[src/rtl/serial_restore_adder_if.sv]
// Handshake/data bundle for serial_restore_adder.
// The mode signal exists only when SERIAL_SUB_MODE_EN is defined.
interface serial_restore_adder_if #(
    parameter int WIDTH = 4
);
    logic             start;
    logic [WIDTH:0]   diff;
    logic [WIDTH-1:0] b;
`ifdef SERIAL_SUB_MODE_EN
    logic             mode;
`endif
    logic             busy;
    logic             done;
    logic [WIDTH-1:0] a;
    logic             ovf;

    modport master (
`ifdef SERIAL_SUB_MODE_EN
        output mode,
`endif
        output start, diff, b,
        input  busy, done, a, ovf
    );

    modport slave (
`ifdef SERIAL_SUB_MODE_EN
        input  mode,
`endif
        input  start, diff, b,
        output busy, done, a, ovf
    );
endinterface

[src/rtl/serial_restore_adder.sv]
// Bit-serial adder recovering A = diff + b, LSB first, one bit per clock.
// Optional SERIAL_SUB_MODE_EN adds a mode input selecting diff - b instead.
module serial_restore_adder #(
    parameter int WIDTH = 4
) (
    input logic                  clk,
    input logic                  rst_n,
    serial_restore_adder_if.slave bus
);
    localparam int CW = $clog2(WIDTH + 1);
    localparam logic [CW-1:0] LAST_BIT = CW'(WIDTH);

    typedef enum logic [0:0] {
        IDLE  = 1'b0,
        SHIFT = 1'b1
    } state_t;

    state_t           state_r;
    logic [WIDTH:0]   d_r;
    logic [WIDTH:0]   e_r;
    logic [WIDTH:0]   s_r;
    logic             carry_r;
    logic [CW-1:0]    cnt_r;
    logic             busy_r;
    logic             done_r;
    logic [WIDTH-1:0] a_r;
    logic             ovf_r;

    logic             sum_s;
    logic             cout_s;
    logic [WIDTH:0]   s_next_s;
    logic [WIDTH:0]   e_load_s;
    logic             carry_load_s;

    // Returns {carry_out, sum} of a one-bit full adder.
    function automatic logic [1:0] full_add(input logic x, input logic y, input logic cin);
        full_add = {(x & y) | (x & cin) | (y & cin), x ^ y ^ cin};
    endfunction

    // Current bit sum and the result register as it will look after this bit.
    always_comb begin
        {cout_s, sum_s} = full_add(d_r[0], e_r[0], carry_r);
        s_next_s        = {sum_s, s_r[WIDTH:1]};
    end

    // Subtraction is addition of the one's complement with a carry-in of one.
    always_comb begin
`ifdef SERIAL_SUB_MODE_EN
        if (bus.mode) begin
            e_load_s     = ~{1'b0, bus.b};
            carry_load_s = 1'b1;
        end else begin
            e_load_s     = {1'b0, bus.b};
            carry_load_s = 1'b0;
        end
`else
        e_load_s     = {1'b0, bus.b};
        carry_load_s = 1'b0;
`endif
    end

    // Control FSM and serial datapath with registered outputs.
    always_ff @(posedge clk or negedge rst_n) begin
        if (!rst_n) begin
            state_r <= IDLE;
            d_r     <= {(WIDTH+1){1'b0}};
            e_r     <= {(WIDTH+1){1'b0}};
            s_r     <= {(WIDTH+1){1'b0}};
            carry_r <= 1'b0;
            cnt_r   <= {CW{1'b0}};
            busy_r  <= 1'b0;
            done_r  <= 1'b0;
            a_r     <= {WIDTH{1'b0}};
            ovf_r   <= 1'b0;
        end else begin
            case (state_r)
                IDLE: begin
                    done_r <= 1'b0;
                    if (bus.start) begin
                        d_r     <= bus.diff;
                        e_r     <= e_load_s;
                        s_r     <= {(WIDTH+1){1'b0}};
                        carry_r <= carry_load_s;
                        cnt_r   <= {CW{1'b0}};
                        busy_r  <= 1'b1;
                        state_r <= SHIFT;
                    end else begin
                        busy_r  <= 1'b0;
                    end
                end
                SHIFT: begin
                    s_r     <= s_next_s;
                    d_r     <= {1'b0, d_r[WIDTH:1]};
                    e_r     <= {1'b0, e_r[WIDTH:1]};
                    carry_r <= cout_s;
                    cnt_r   <= cnt_r + CW'(1);
                    if (cnt_r == LAST_BIT) begin
                        a_r     <= s_next_s[WIDTH-1:0];
                        ovf_r   <= s_next_s[WIDTH];
                        done_r  <= 1'b1;
                        busy_r  <= 1'b0;
                        state_r <= IDLE;
                    end else begin
                        done_r  <= 1'b0;
                    end
                end
                default: begin
                    state_r <= IDLE;
                    busy_r  <= 1'b0;
                    done_r  <= 1'b0;
                end
            endcase
        end
    end

    assign bus.busy = busy_r;
    assign bus.done = done_r;
    assign bus.a    = a_r;
    assign bus.ovf  = ovf_r;
endmodule
[src/flat_wrapper.sv]
// flat-port wrapper written by rule: the top's interface ports become plain ports
module serial_restore_adder_flat 
#(
    parameter int WIDTH = 4
)
  (clk, rst_n, bus_start, bus_diff, bus_b, bus_busy, bus_done, bus_a, bus_ovf);
  serial_restore_adder_if #(.WIDTH(WIDTH)) bus_i ();
  input logic clk;
  input logic rst_n;
  input wire logic [$bits(bus_i.start)-1:0] bus_start;
  input wire logic [$bits(bus_i.diff)-1:0] bus_diff;
  input wire logic [$bits(bus_i.b)-1:0] bus_b;
  output wire logic [$bits(bus_i.busy)-1:0] bus_busy;
  output wire logic [$bits(bus_i.done)-1:0] bus_done;
  output wire logic [$bits(bus_i.a)-1:0] bus_a;
  output wire logic [$bits(bus_i.ovf)-1:0] bus_ovf;
  assign bus_i.start = bus_start;
  assign bus_i.diff = bus_diff;
  assign bus_i.b = bus_b;
  assign bus_busy = bus_i.busy;
  assign bus_done = bus_i.done;
  assign bus_a = bus_i.a;
  assign bus_ovf = bus_i.ovf;
  serial_restore_adder #(.WIDTH(WIDTH)) u_core (.clk(clk), .rst_n(rst_n), .bus(bus_i));
endmodule
[config.mk]
export PLATFORM = sky130hd
export DESIGN_NAME = serial_restore_adder_flat
export DESIGN_NICKNAME = d
export VERILOG_FILES = /design/src/rtl/serial_restore_adder_if.sv /design/src/rtl/serial_restore_adder.sv /design/src/flat_wrapper.sv
export SDC_FILE = /design/constraint.sdc
export NUM_CORES = 1
export LEC_CHECK = 0
export CAP_MARGIN = 20
export CELL_PAD_IN_SITES_DETAIL_PLACEMENT = 0
export CELL_PAD_IN_SITES_GLOBAL_PLACEMENT = 1
export CORE_MARGIN = 2
export CORE_UTILIZATION = 46
export CTS_BUF_LIST = sky130_fd_sc_hd__clkbuf_4 sky130_fd_sc_hd__clkbuf_8
export DETAILED_ROUTE_END_ITERATION = 7
export PLACE_DENSITY_LB_ADDON = 0.1
export SYNTH_ARGS = -nofsm -noshare
export SYNTH_HDL_FRONTEND = slang
export SYNTH_SLANG_ARGS = --single-unit
[constraint.sdc]
create_clock -name clk -period 2.5 [get_ports clk]
set_input_delay 0.25 -clock clk [delete_from_list [all_inputs] [get_ports clk]]
set_output_delay 0.25 -clock clk [all_outputs]
set_load 0.02 [all_outputs]
==> Word level (Yosys, flattened, before mapping) <==
Cells that the tools add are included.
{ "classes": {"reduce_logical": 1, "n_bitwise": 8, "mux": 17, "magnitude_cmp": 0, "mul": 0, "n_eq_ne": 3, "shifts": 0, "div_mod_pow": 0, "n_addsub": 1} }
{ "op_table": {"columns": ["operator", "count"], "rows": [
  ["one-hot mux 5 bit (2 select lines)", 3],
  ["two-way mux 5 bit", 3],
  ["one-hot mux 1 bit (2 select lines)", 4],
  ["one-hot mux 3 bit (2 select lines)", 1],
  ["two-way mux 1 bit", 5],
  ["inequality test 2 bit (second input constant)", 2],
  ["adder 3 x 1 -> 3 bit (second input constant)", 1],
  ["AND 1 bit", 3],
  ["== test 3 bit (second input constant)", 1],
  ["two-way mux 3 bit", 1],
  ["bitwise OR 1 bit", 2],
  ["AND reduction 2 bit", 1],
  ["XOR 1 bit", 2],
  ["inverter 1 bit", 1]
]} }
{ "word_totals": {"n_memories": 0, "reg_bits": 27, "ramBits": 0, "latch_bits": 0, "output_inout_bits": 7, "romBits": 0, "in_bits": 12, "wordCells": 40} }

==> Logic depth before layout (Yosys ltp) <==
{ "logic_depth": {"depth_word": 4, "ltp_mapped": 5, "ltp_nobuf": 5} }

==> Worst setup path after synthesis <==
Ideal clock, no wire load.
{ "synth_timing": {"path_kind": "register to register", "from": "reg u_core.carry_r", "to": "reg u_core.ovf_r (netlist: u_core.bus.ovf)", "required_ns": 2.375, "setup_slack_ns": 1.202, "stages_incl_launch_ff": 5, "arrival_ns": 1.173, "period_less_slack_ns": 1.298, "n_path_buf": 0, "setup_ns": 0.125, "cell_sequence": "dfrtp_1 inv_1 fa_1 inv_1 mux2_2"} }
{ "synth_via": {"elab_chain_cells": 1} }
{ "synth_lines": {"columns": ["element", "line_no", "text"], "rows": [
  ["start, declared", "serial_restore_adder.sv:22", "logic carry_r;"],
  ["start signal, assigned", "serial_restore_adder.sv:83", "carry_r <= carry_load_s;"],
  ["start signal, assigned", "serial_restore_adder.sv:95", "carry_r <= cout_s;"],
  ["XOR 1 bit", "serial_restore_adder.sv:37", "full_add = {(x & y) | (x & cin) | (y & cin), x ^ y ^ cin};"],
  ["end signal, assigned", "serial_restore_adder.sv:99", "ovf_r <= s_next_s[WIDTH];"],
  ["end, declared", "serial_restore_adder.sv:27", "logic ovf_r;"]
]} }
Every way passes these cells.
A chain may end at the register's enable or synchronous reset.

==> Final worst setup path <==
{ "layout_timing": {"from": "reg u_core.a_r[2] (netlist: u_core.bus.a[2])", "to": "out bus_a[2]"} }
{ "layout_lines": {"columns": ["element", "line_no", "text"], "rows": [
  ["start, declared", "serial_restore_adder.sv:26", "logic [WIDTH-1:0] a_r;"],
  ["start signal, assigned", "serial_restore_adder.sv:73", "a_r <= {WIDTH{1'b0}};"],
  ["start signal, assigned", "serial_restore_adder.sv:98", "a_r <= s_next_s[WIDTH-1:0];"],
  ["end, declared", "flat_wrapper.sv:15", "output wire logic [$bits(bus_i.a)-1:0] bus_a;"]
]} }
No word-level cell between the ends.

==> results.py <==
metrics = {
    "clock_network": {
        "clock_tree.buffer_depth": 2,
        "ctsResizeCount": 0,
        "htree_levels": 1,
        "ctsHoldBuffers": 0,
        "clk_latency_ns": 0.31,
        "cts.sinks": 25,
        "clkTransAtPathRegs_ns": 0.13,
        "cts_setup_buffers": 0,
        "cts_tree": "built",
        "cts_buffers": 3,
        "cts_root_buf": "clkbuf_4",
    },
    "global_routing": {
        "antenna_found_initial": 0,
        "grt_max_degree": 31,
        "grt_pass1_wl_mm": 3.01,
        "grt_pass1_vias": 697,
        "grt.total_usage_pct": 14.8,
        "overflow": 0,
    },
    "yosys": {
        "synth_cell_types": 22,
        "synthMuxAreaShare_pct": 15.2,
        "synth_cells": 90,
        "synth.avg_cell_area_um2": 12.3,
        "synthAdderAreaFrac_pct": 4.06,
        "syn_nets": 105,
        "yosysWarnings": 0,
        "synth-simple-area-share_pct": 7.78,
        "syn_area_um2": 1110,
        "seq_area_frac_synth_pct": 56.4,
        "ys_ff_latch": 25,
        "synth_compound_area_share_pct": 8.57,
        "synthXorXnorAreaFrac_pct": 0.789,
        "synth_top_family_by_area": "multiplexers",
    },
    "critical_path": {
        "worst-path-buf-inv": 1,
        "path_class": "flip-flop to primary output",
        "reg2reg_depth": 5,
        "crit_slowest_cell": "clkdlybuf4s50_1",
        "crit_path_end_kind": "primary output",
        "crit_fanout": 2,
        "worst_r2r_endpoint": "u_core.bus.a[0]",
        "worstSetupStartpointType": "flip-flop",
        "cp.arrival_ns": 1.28,
        "path_cells": "clkdlybuf4s50_1",
        "regToRegSetupSlack_ns": 1.12,
        "slowest_delay_ns": 0.60,
        "r2r-start": "u_core.cnt_r[0]",
        "cp_top_family": "buffers and inverters",
        "crit_required_ns": 2.25,
    },
    "final_layout": {
        "multiInputGateArea_um2": 404,
        "num-fill-cells": 209,
        "fin_nets": 125,
        "diodes": 0,
        "final-seq-area_um2": 626,
        "syn_to_final_growth_pct": 18.9,
        "final_core_util_pct": 58.5,
        "final_cell_area_um2": 1320,
        "layout-drive-gt1-share_pct": 14.7,
    },
    "power_and_ir_drop": {
        "peakVddDrop_uv": 476,
        "combPwrFrac_pct": 37.8,
        "p_per_area_nw_per_um2": 1010,
        "swShare_pct": 33.0,
        "p_seq_share_pct": 48.0,
        "internal-power_uw": 894,
        "p_leak_uw": 0.000628,
        "switchingPower_uw": 441,
        "p_clk_share_pct": 14.2,
    },
    "place": {
        "place_ws_ns": 0.763,
        "io_buffers": 18,
        "dpl-instance-area_um2": 1290,
        "hpwl_mm": 1.16,
        "place.gp.congestion": 0.734,
    },
    "drt": {
        "drt-wirelength-per-cell_um": 12.2,
        "detail-route-antenna-nets": 0,
        "drc_errors": 0,
        "dr.pass1.iters": 2,
        "routed_wl_mm": 1.67,
        "viasPerCell": 4.99,
        "vias": 684,
        "drtIter0Drc": 4,
    },
    "timing": {
        "fin_crit_sh_pct": 61.1,
        "rsz0062_at_grt": "false",
        "fmax_mhz": 655,
        "worst_slew_pin_slew_ns": 0.744,
        "post-route-min-period_ns": 1.53,
        "tns_ns": 0,
        "relSlewSlack_pct": 50.2,
        "slew_viol_final": 0,
        "hold_violations": 0,
        "fin_worst_skew_ns": 0.00293,
        "setup_slack_ns": 0.972,
        "setup_violations": 0,
        "whs_ns": 0.273,
    },
    "floorplan": {
        "io_pins": 19,
        "rows": 17,
        "start_util_pct": 49.2,
        "core_um2": 2250,
        "design.die.area_um2": 2820,
        "die_h_um": 53.1,
        "die_w_um": 53.1,
    },
    "flow_run": {
        "cap_violations": 0,
    },
    "run_status": {
        "status": "finished, final reports clean",
    },
    "worst_hold_path": {
        "min_path_type": "input port to asynchronous set/reset pin",
    },
}
[cells in the final DEF, fill, tap and decap left out, drive strengths merged]
| cell type | n |
|---|---|
| nand3 | 1 |
| ha | 2 |
| nor3b | 1 |
| nand2 | 9 |
| fa | 1 |
| clkbuf | 4 |
| a22o | 4 |
| inv | 8 |
| buf | 2 |
| xor2 | 1 |
| dfrtp | 25 |
| o21ai | 9 |
| mux2 | 7 |
| mux2i | 9 |
| nand2b | 2 |
| a21o | 1 |
| nor2 | 4 |
| clkdlybuf4s50 | 18 |
| a21boi | 1 |
[state kept, by name, summed over array words and instances (netlist names), 3 cells and up]
signal	flops
u_core.s_r	4
u_core.bus.a	4
u_core.e_r	4
u_core.cnt_r	3
u_core.d_r	5
[worst max-delay path by stage]
| stage | startpoint | end | depth (start not counted) |
|---|---|---|---|
| after floorplan | u_core.carry_r | u_core.bus.ovf | 4 |
| after global placement | bus_start | u_core.cnt_r[0] | 3 |
| after detailed placement | bus_start | u_core.cnt_r[0] | 3 |
| after CTS | u_core.bus.a[2] | bus_a[2] | 1 |
| after global routing | u_core.bus.a[2] | bus_a[2] | 1 |
| final | u_core.bus.a[2] | bus_a[2] | 1 |
[layer usage]
metal | wire, um | track usage, % | vias to the layer above
met5 | 0 | 0 | -
met1 | 792 | 18.9 | 325
met3 | 69 | 2.54 | 4
met4 | 29 | 7.69 | 0
met2 | 778 | 24.0 | 15
li1 | - | - | 340
[cell type report]
type / count / share of cell area (%)
multi-input cells: 52 / 30.6
repair buffers: 20 / 14.8
clock buffers: 4 / 2.27
inverters: 8 / 2.27
well taps: 28 / 2.65
flip-flops and latches: 25 / 47.4
[cells in the mapped netlist]
library cell,n,area share [%]
dfrtp_1,25,56
mux2i_1,9,8.1
nand2_1,9,3.0
o21ai_0,9,4.1
inv_1,7,2.4
mux2_2,7,7.1
a22o_1,4,3.2
nor2_1,3,1.0
buf_4,2,1.4
ha_1,2,2.3
nand2b_1,2,1.1
a21boi_0,1,0.68
a21o_1,1,0.68
buf_12,1,1.8
buf_6,1,1.0
clkbuf_1,1,0.34
fa_1,1,1.8
inv_2,1,0.34
nand3_2,1,0.90
nor2_4,1,1.0
nor3b_1,1,0.68
xor2_1,1,0.79
[through the flow]
step / cells / total power [uW]
after global routing: 137 / 1450
final: 137 / 1340
after global placement: 133 / 1160
after floorplan: 90 / 999
after CTS: 137 / 1360
after detailed placement: 133 / 1170
[power groups by stage]
stage               Combinational (uW)  Clock (uW)  Sequential, uW
floorplan                          314           0             685
global placement                   508           0             647
detailed placement                 516           0             655
CTS                                518         198             644
global route                       575         210             661
finish                             505         189             641
[cells by family (layout without fill, tap and decap cells)]
kind of cell,after synthesis,in the layout
AO/OA/AOI/OAI,15,15
XOR/XNOR,1,1
adder cells (fa/ha/maj),3,3
buffers and inverters,13,32
flip-flops,25,25
multiplexers,16,16
AND/OR/NAND/NOR,17,17
Note: power is estimated with default switching activity, not from simulation.
